### src/rtl/bitrev_pair_loader.sv
// Collects an N-sample frame, then presents it as N/2 butterfly operand pairs (mem[2k], mem[2k+1]).
// Define DFT_BITREV_EN to store samples at bit-reversed addresses (decimation-in-time order).
module bitrev_pair_loader #(
  parameter int WORD_SZ = 8,
  parameter int LOG2_N  = 3
) (
  input  logic               i_CLK,
  input  logic               i_RESET,
  input  logic [WORD_SZ-1:0] in_data,
  input  logic               in_valid,
  output logic               in_ready,
  output logic [WORD_SZ-1:0] out1,
  output logic [WORD_SZ-1:0] out2,
  output logic               out_valid,
  input  logic               out_ready,
  output logic               out_last
);
  localparam int N = 1 << LOG2_N;
  localparam logic [LOG2_N-1:0] CNT_LAST = '1;
  localparam logic [LOG2_N-2:0] K_LAST   = '1;

  typedef enum logic [1:0] {IDLE, LOAD, EMIT} state_t;

  state_t                      state, state_nxt;
  logic [LOG2_N-1:0]           cnt, waddr;
  logic [LOG2_N-2:0]           k;
  logic [N-1:0][WORD_SZ-1:0]   mem;
  logic                        accept, xfer;

  always_comb begin
    waddr = cnt;
`ifdef DFT_BITREV_EN
    for (int b = 0; b < LOG2_N; b++) waddr[b] = cnt[LOG2_N-1-b];
`endif
  end

  always_ff @(posedge i_CLK or posedge i_RESET) begin
    if (i_RESET) state <= IDLE;
    else         state <= state_nxt;
  end

  // Handshake outputs decode only the state register.
  always_comb begin
    state_nxt = state;
    in_ready  = 1'b0;
    out_valid = 1'b0;
    unique case (state)
      IDLE: state_nxt = LOAD;
      LOAD: begin
        in_ready = 1'b1;
        if (in_valid && cnt == CNT_LAST) state_nxt = EMIT;
      end
      EMIT: begin
        out_valid = 1'b1;
        if (out_ready && k == K_LAST) state_nxt = LOAD;
      end
      default: state_nxt = IDLE;
    endcase
  end

  assign accept = in_valid & in_ready;
  assign xfer   = out_valid & out_ready;

  always_ff @(posedge i_CLK or posedge i_RESET) begin
    if (i_RESET) begin
      cnt <= '0;
      k   <= '0;
      mem <= '0;
    end else begin
      if (accept) begin
        mem[waddr] <= in_data;
        cnt        <= cnt + LOG2_N'(1);
        if (cnt == CNT_LAST) k <= '0;
      end
      // k wraps to 0 on the final transfer, ready for the next frame.
      if (xfer) k <= k + (LOG2_N-1)'(1);
    end
  end

  assign out1     = mem[{k, 1'b0}];
  assign out2     = mem[{k, 1'b1}];
  assign out_last = (state == EMIT) && (k == K_LAST);

endmodule
### config.mk
export PLATFORM = sky130hd
export DESIGN_NAME = bitrev_pair_loader
export DESIGN_NICKNAME = d
export VERILOG_FILES = /design/src/rtl/bitrev_pair_loader.sv
export SDC_FILE = /design/constraint.sdc
export NUM_CORES = 1
export LEC_CHECK = 0
export CAP_MARGIN = 30
export CORE_ASPECT_RATIO = 1.25
export CORE_MARGIN = 4
export CORE_UTILIZATION = 30
export CTS_CLUSTER_SIZE = 14
export DETAILED_ROUTE_END_ITERATION = 6
export PLACE_DENSITY = 0.57
export SETUP_SLACK_MARGIN = 0.15
export SYNTH_ARGS = -nofsm -noshare
export SYNTH_HDL_FRONTEND = slang
export SYNTH_SLANG_ARGS = --single-unit
### constraint.sdc
create_clock -name i_CLK -period 2.75 [get_ports i_CLK]
set_input_delay 0.4125 -clock i_CLK [delete_from_list [all_inputs] [get_ports i_CLK]]
set_output_delay 0.4125 -clock i_CLK [all_outputs]
set_load 0.02 [all_outputs]
### Word level (Yosys, flattened, before mapping)

Cells that the tools add are included.

| operators by class | value |
|---|---|
| $add $sub $neg | 2 |
| magnitude comparators | 4 |
| equal/unequal tests | 6 |
| multiplexer cells | 15 |
| bitwise gates (word level) | 2 |
| reductions and logical operators | 9 |

Operators by type and width:

| operator | count |
|---|---|
| bitwise mux 64 bit | 1 |
| binary-select mux 8 bit (select 2 bit) | 2 |
| demux 8 bit (select 3 bit) | 1 |
| two-way mux 8 bit | 3 |
| < comparator 3 x 4 -> 1 bit, second input constant | 3 |
| two-way mux 2 bit | 5 |
| one-hot mux 2 bit (3 select lines) | 1 |
| == test 2 bit, second input constant | 2 |
| logical AND 1 bit | 4 |
| inequality test 2 bit, second input constant | 2 |
| AND reduction 2 bit | 2 |
| nonzero test 2 bit | 2 |
| adder 3 x 1 -> 3 bit, second input constant | 1 |
| == test 3 bit, second input constant | 1 |
| greater-or-equal comparator 3 x 1 -> 1 bit, second input constant | 1 |
| adder 2 x 1 -> 2 bit, second input constant | 1 |
| bitwise AND 1 bit | 2 |
| == test 2 x 1 -> 1 bit, second input constant | 1 |
| zero test 2 bit | 1 |
| two-way mux 1 bit | 2 |

| word-level totals | value |
|---|---|
| bits in registers | 71 |
| output and inout port bits | 19 |

### Depth between registers and ports, before layout

Gate-level depths: netlist of the first run.

| logic depth | value |
|---|---|
| word-level depth | 5 |
| depth in mapped cells | 5 |
| depth with buffers taken out | 5 |

### Worst setup path before layout of the first run

Ideal clock, no wire load.

| path | value |
|---|---|
| kind | flip-flop to output port |
| start point | register k[0] |
| end point | output port out1[0] |
| arrival | 1.444 ns |
| path slack | 0.893 ns |
| stages on the path, launching flop included | 4 |
| buffers on the path | 2 |
| cell sequence | dfrtp_1 -> buf_2 -> buf_2 -> mux4_2 |

| between the ends | value |
|---|---|
| word-level cells in the longest chain between the ends | 2 |

Ends and longest elaborated chain:

| item | RTL line | text |
|---|---|---|
| from (decl) | 26 | `logic [LOG2_N-2:0] k;` |
| from (signal assigned) | 76 | `if (xfer) k <= k + (LOG2_N-1)'(1);` |
| binary-select mux 8 bit (select 2 bit) | 80 | `assign out1 = mem[{k, 1'b0}];` |
| two-way mux 8 bit (implied by the code) | 80 |  |
| to (decl) | 12 | `output logic [WORD_SZ-1:0] out1,` |

No other way between the ends. The select of a mux whose other input is x is not followed.

### Worst setup path in the final report of the first run

| path | value |
|---|---|
| start point | register k[0] |
| end point | output port out2[1] |

| between the ends | value |
|---|---|
| word-level cells in the longest chain between the ends | 2 |

Ends and longest elaborated chain:

| item | RTL line | text |
|---|---|---|
| binary-select mux 8 bit (select 2 bit) | 81 | `assign out2 = mem[{k, 1'b1}];` |
| two-way mux 8 bit (implied by the code) | 81 |  |
| to (decl) | 13 | `output logic [WORD_SZ-1:0] out2,` |

No other way between the ends. The select of a mux whose other input is x is not followed.

==> results of run 1 <==
-- worst max-delay path by stage --
stage | start | endpoint
after global routing | k[0]$_DFFE_PP0P_ | out2[1]
final | k[0]$_DFFE_PP0P_ | out2[1]
after global placement | in_valid | mem[28]$_DFFE_PP0P_
after floorplan | i_RESET | cnt[0]$_DFFE_PP0P_
after CTS | k[0]$_DFFE_PP0P_ | out2[1]
after detailed placement | in_valid | mem[26]$_DFFE_PP0P_
-- power by group --
group | total (mW) | switching, mW | leakage [nW] | internal, mW
Sequential | 1.86 | 0.305 | 0.858 | 1.55
Clock | 1.44 | 0.434 | 0.180 | 1.00
Combinational | 1.64 | 0.619 | 0.701 | 1.02
-- cell families after synthesis --
kind of cell             synth area share, %
XOR/XNOR                              0.2714
AND/OR/NAND/NOR                        6.202
flip-flops                             55.04
buffers and inverters                  1.589
multiplexers                           35.12
AO/OA/AOI/OAI                         0.6202
adder cells (fa/ha/maj)                1.163
-- worst register-to-register path: stages (launching register included) --
cell	delay (ns)
dfrtp_1	0.46
nand4b_4	0.26
or3_1	0.58
mux2_4	0.38
-- layout make-up --
class                           count  area share, %
Clock inverter                      5          3.145
Clock buffer                       11          5.924
Inverter                            1        0.09160
Sequential cell                    71          43.36
Timing Repair Buffer               39          9.282
Tap cell                          132          4.031
Multi-Input combinational cell    115          34.17
-- per-layer routing --
| metal | share of wire, % | vias to the layer above |
|---|---|---|
| met4 | 1.8 | 0 |
| met5 | 0 | - |
| met3 | 2.9 | 11 |
| met1 | 46 | 964 |
| met2 | 49 | 26 |
| li1 | - | 811 |
-- registers in the layout, summed over array words and instances, names as in the netlist --
name	cells
cnt	3
k	2
mem	64
state	2
-- cells in the final DEF, fill, tap and decap left out, types with 2 or more instances in the layout --
cell type        Yosys  layout
nand2_1              7       7
dfrtp_1             71      71
nor3b_4              2       2
nand3_1              3       3
clkbuf_16            0       9
mux4_2              16      16
mux2_4               8       8
buf_4                0       8
nor2_1               2       2
nand3b_2             2       2
bufinv_16            0       4
mux2_2              57      57
clkdlybuf4s50_1      0      30
ha_1                 3       3
==> results.md, run 1 <==
* CTS tree: yes
* Slew Limit Fails at 0
* Final period demand of the worst path at around 2.4 ns
* I/O pin total at 31
* Fin util at approximately 39%
* R2R Path Start: state[1]$_DFFE_PP0P_
* Cell variety after synth at 30
* Synthesized cell area at approximately 0.0032 mm^2
* ANT nets after route at 0
* Skew-Pair Late Insertion Delay at 0.33 ns
* LEAKAGE at 1.739 nW
* Slowest Stage Delay on Critical Path at 0.56 ns
* Critical path type: reg2out
* Fin crit share at about nine tenths
* Number of enable flip-flop cells after synthesis at 0
* GR peak layer: met2
* RSZ-0062 raised after global routing: no
* Hold Crit Class: reg2reg
* Synth Area per Inst at 16.47 um^2
* Reg clk slew, reported paths at 0.06 ns
* Multi-input logic area at 0.001400 mm^2
* WL per Instance at approximately 18 um
* Fraction of registers with async set or reset after synthesis at 100.0%
* Post-CTS setup buffers at 0
* Hold-critical path endpoint: mem[24]$_DFFE_PP0P_
* Worst Path Buf+Inv at 2
* Synth Flop Type: dfrtp_1
* Synth cell count leaders: dfrtp_1 (71), mux2_2 (57), mux4_2 (16)
* CP top delay family: buffers and inverters
* Slew @ Worst Pin at ~0.56 ns
* Clock Skews at 0.006444 ns
* Reg2reg end: mem[37]$_DFFE_PP0P_
* Syn-to-layout area delta at 26.94%
* Seq/Total Area, Yosys at 55.04%
* Die Span Y at approximately 120 um
* Drt via density at between 4 and 5
* ANT cells at 0
* Post-synth top area share at 55.04%
* Final Instance Area at roughly 0.004 mm^2
* DP Area at ~0.0037 mm^2
* Clock Path Buffers at 2
* MaxCap Viol Count at 0
* Hold WS at approximately 0.5 ns
* Final GP Congestion at 0.6961
* Count leader, synth: dfrtp_1
* Crit-path cells: buf_12 > mux4_2 > clkdlybuf4s50_1
* Synth Net Count at 211
* TritonCTS buffer count at 9
* Grt met3 use at 2.409%
* Global Route Usage Sum at a little under an eighth
* R2R Setup Slk at 0.94 ns
* Die area at around 0.012 mm^2
* Placeable Area at 0.01056 mm^2
* Grt met1 use at between 15 and 20%
* Slowest CP cell: clkdlybuf4s50_1
* Htree depth at 3
* R2R depth at 3
* CP Capture Type: output pin
* Total gr overflow at 0
* Routed Wire Length at 6678 um
* DRC Markers at 0
* First-pass GRT wire length at 10740 um
* Cell taking the most area after synthesis: dfrtp_1
* Root Buffer: clkbuf_16
* Largest net degree at the start of global routing at 37
* Ratio of cells with drive above 1 in the final layout at 46.69%
* Hold Buf Count CTS at 0
* Flops & latches, synth at 71
* Layout Cells excl Fill at 374
* Port Buffers at 30
* Stages on the worst setup path at 3
* Synth warnings at 0
* Worst Path Required at 2.34 ns
* Vias in the first global route at 1966
* Max Clk Rate at roughly 410 MHz
* Ranking of synthesized cells by area: dfrtp_1 (55%), mux2_2 (20%), mux4_2 (11%)
* FF+latch area at 0.001777 mm^2
* Syn Inst Count at 196
* Status: completed
* Pwr Total at ~4.9 mW
* DPL Wire Length at around 4400 um
* Starting Density at 30.56%
* Peak supply drop at 0.3909 mV
* Pwr dens at 1205 mW/mm^2
* Met2 usage at 18.16%
* Placed cells at 358
* Startpoint Class: register
* TritonRoute pass-1 iters at 5
* CTS sink cnt at 71
* Worst slack, placed at 0.4461 ns
* Fin nets at between 200 and 300
* Final WS setup at about 0.33 ns
* Final Hold Vio Count at 0
* # setup viols final at 0
* Critical Path AT at 2.01 ns
* Final TNS setup at 0 ns
* Initial antenna violation count at 0
* Via count at 1812
* Iter 0 DRT Violations at 33
* Number of gates resized after cts at 0
* FP Rows at 42
* CP Max Fanout at 19
* Hold Path Stages at 1
* HP Start: mem[24]$_DFFE_PP0P_
* Fillers at 975
* Width of the die at just over 100 um
* Slew HR at 62.42%
(Power assumes the default switching activity.)
==> run 2, diff against run 1 <==
RECOVER_POWER = 100   (was default)
==> results.md, run 2 (same netlist as run 1, synthesis figures left out) <==
* Status: completed (unchanged)
* CP Capture Point: out2[1] (unchanged)
* Max FFs per register at 64 (unchanged)
* FP Rows at 42 (unchanged)
* Hold Crit Class: reg2reg (unchanged)
* Port Buffers at 30 (unchanged)
* R2R Setup Slk at 0.52 ns (was 0.94 ns)
* Reg2reg end: mem[45]$_DFFE_PP0P_ (was mem[37]$_DFFE_PP0P_)
* MaxCap Viol Count at 0 (unchanged)
* ANT nets after route at 0 (unchanged)
* Most frequent cells in the layout: dfrtp_1 (71), mux2_2 (57), dlygate4sd3_1 (21) (was dfrtp_1 (71), mux2_2 (57), clkdlybuf4s50_1 (30))
* Placed cells at 358 (unchanged)
* R2R depth at 4 (was 3)
* Critical path origin: k[0]$_DFFE_PP0P_ (unchanged)
* Critical path type: reg2out (unchanged)
* First-pass GRT wire length at 10740 um (unchanged)
* # setup viols final at 0 (unchanged)
* Via count at 1821 (was 1812)
* TritonRoute pass-1 iters at 4 (was 5)
* Crit-path cells: buf_12 > mux4_2 > dlygate4sd3_1 (was buf_12 > mux4_2 > clkdlybuf4s50_1)
* Hold Buf Count CTS at 0 (unchanged)
* Die Span Y at 124.0 um (unchanged)
* Placeable Area at 0.01056 mm^2 (unchanged)
* Pwr dens at 1188 mW/mm^2 (was 1205 mW/mm^2)
* CTS sink cnt at 71 (unchanged)
* Clock Skews at 0.005785 ns (was 0.006444 ns)
* Multi-input logic area at 0.001323 mm^2 (was 0.001400 mm^2)
* Final GP Congestion at 0.6961 (unchanged)
* Width of the die at 100.8 um (unchanged)
* Most flops, register: mem (unchanged)
* DR top layer: met4 (unchanged)
* ANT cells at 0 (unchanged)
* I/O pin total at 31 (unchanged)
* Initial antenna violation count at 0 (unchanged)
* Fillers at 990 (was 975)
* Startpoint Class: register (unchanged)
* Skew-Pair Late Insertion Delay at 0.33 ns (about the same)
* Hold WS at 0.4917 ns (was 0.4981 ns)
* Number of gates resized after cts at 0 (unchanged)
* Fin crit share at 91.86% (was 88.18%)
* Reg clk slew, reported paths at 0.06 ns (about the same)
* TritonCTS buffer count at 9 (unchanged)
* Largest net degree at the start of global routing at 37 (unchanged)
* Final TNS setup at 0 ns (unchanged)
* R2R Path Start: state[1]$_DFFE_PP0P_ (unchanged)
* Ratio of cells with drive above 1 in the final layout at 38.43% (was 46.69%)
* Vias in the first global route at 1966 (unchanged)
* Final Hold Vio Count at 0 (unchanged)
* LEAKAGE at 1.676 nW (was 1.739 nW)
* FF+latch area at 0.001777 mm^2 (unchanged)
* Post-CTS setup buffers at 0 (unchanged)
* Fin nets at 252 (unchanged)
* Global Route Usage Sum at 11.65% (unchanged)
* Met3 wire length at 198 um (was 192 um)
* CTS tree: yes (unchanged)
* Slowest CP cell: dlygate4sd3_1 (was clkdlybuf4s50_1)
* Biggest regs: mem x64, cnt x3 (unchanged)
* Root Buffer: clkbuf_16 (unchanged)
* Peak supply drop at 0.3765 mV (was 0.3909 mV)
* DPL Wire Length at 4402 um (unchanged)
* Drt via density at 4.869 (was 4.845)
* Iter 0 DRT Violations at 40 (was 33)
* CP Capture Type: output pin (unchanged)
* WL per Instance at 17.71 um (was 17.86 um)
* Total gr overflow at 0 (unchanged)
* Slew @ Worst Pin at 0.8906 ns (was 0.5624 ns)
* RSZ-0062 raised after global routing: no (unchanged)
* Slew HR at 40.63% (was 62.42%)
* Layout Cells excl Fill at 374 (unchanged)
* Htree depth at 3 (unchanged)
* Routed Wire Length at 6623 um (was 6678 um)
* Starting Density at 30.56% (unchanged)
* Worst Path Required at 2.34 ns (about the same)
* Max Clk Rate at 395.9 MHz (was 412.4 MHz)
* Commonest non-fill, non-tap cell in the layout: dfrtp_1 (unchanged)
* Clock Path Buffers at 2 (unchanged)
* Met1 WL at 3060 um (was 3088 um)
* DRC Markers at 0 (unchanged)
* Die area at 0.01249 mm^2 (unchanged)
* Slowest Stage Delay on Critical Path at 0.67 ns (was 0.56 ns)
* Routed wl met2 at 3241 um (was 3274 um)
* CP Max Fanout at 19 (unchanged)
* Critical Path AT at 2.11 ns (was 2.01 ns)
* Slew Limit Fails at 0 (unchanged)
* Syn-to-layout area delta at 23.99% (was 26.94%)
* Final period demand of the worst path at 2.526 ns (was 2.425 ns)
[run 2: changes by cell type in the layout (fill, tap and decap cells not counted), sizes merged]
| cell | previous run | this run |
|---|---|---|
| clkbuf | 11 | 16 |
| clkdlybuf4s50 | 30 | 9 |
| buf | 9 | 4 |
| dlygate4sd3 | 0 | 21 |
[run 2: stage by stage]
step / setup WS [ns] / power, mW / instance area [um^2] / util [%]
after floorplan: 0.5409 / 2.973 / 3228 / -
after global placement: 0.4821 / 3.491 / 3726 / 35.28
after detailed placement: 0.4461 / 3.542 / 3726 / 35.28
after CTS: 0.3014 / 5.000 / 4098 / 38.79
after global routing: 0.1583 / 5.034 / 4003 / 37.89
final: 0.2238 / 4.755 / 4003 / 37.89
[run 2: worst min-delay path by stage]
stage                                   start                  end  slack (ns)  cells after the start
final                     mem[38]$_DFFE_PP0P_  mem[38]$_DFFE_PP0P_        0.49                      1
after global routing      mem[55]$_DFFE_PP0P_  mem[55]$_DFFE_PP0P_        0.51                      1
after CTS                 mem[62]$_DFFE_PP0P_  mem[62]$_DFFE_PP0P_        0.50                      1
after detailed placement  mem[52]$_DFFE_PP0P_  mem[52]$_DFFE_PP0P_        0.49                      1
after global placement    mem[24]$_DFFE_PP0P_  mem[24]$_DFFE_PP0P_        0.48                      1
after floorplan           mem[24]$_DFFE_PP0P_  mem[24]$_DFFE_PP0P_        0.45                      1
[run 2: critical path: cells and delay by family, from the launching register on]
family	cells	cell delay (ns)
muxes	1	0.54
buffers and inverters	2	0.87
DFF	1	0.37
[run 2: area by class of cell]
cell class	instances	area share (%)
clock inverters	5	3.220
multi-input cells	115	33.04
clock buffers	11	6.064
flip-flops and latches	71	44.39
inverters	1	0.09378
repair buffers	39	9.065
well taps	132	4.126
[run 2: routing by layer]
metal	vias up	GRT usage (%)
li1	811	-
met1	969	15.47
met2	30	18.16
met3	11	2.409
met4	0	5.560
met5	-	0
[run 2: where the power goes]
group          internal, mW  switching, mW  total, mW  leakage, nW
clock                  1.00          0.432       1.44        0.180
combinational         0.880          0.598       1.48        0.638
sequential             1.55          0.285       1.84        0.858
total                  3.44           1.32       4.75         1.68
==> run 3, diff against run 2 <==
TNS_END_PERCENT = 50   (was default)
==> results of run 3 <==
Final layout, timing and power as in run 2 (identical DEF).
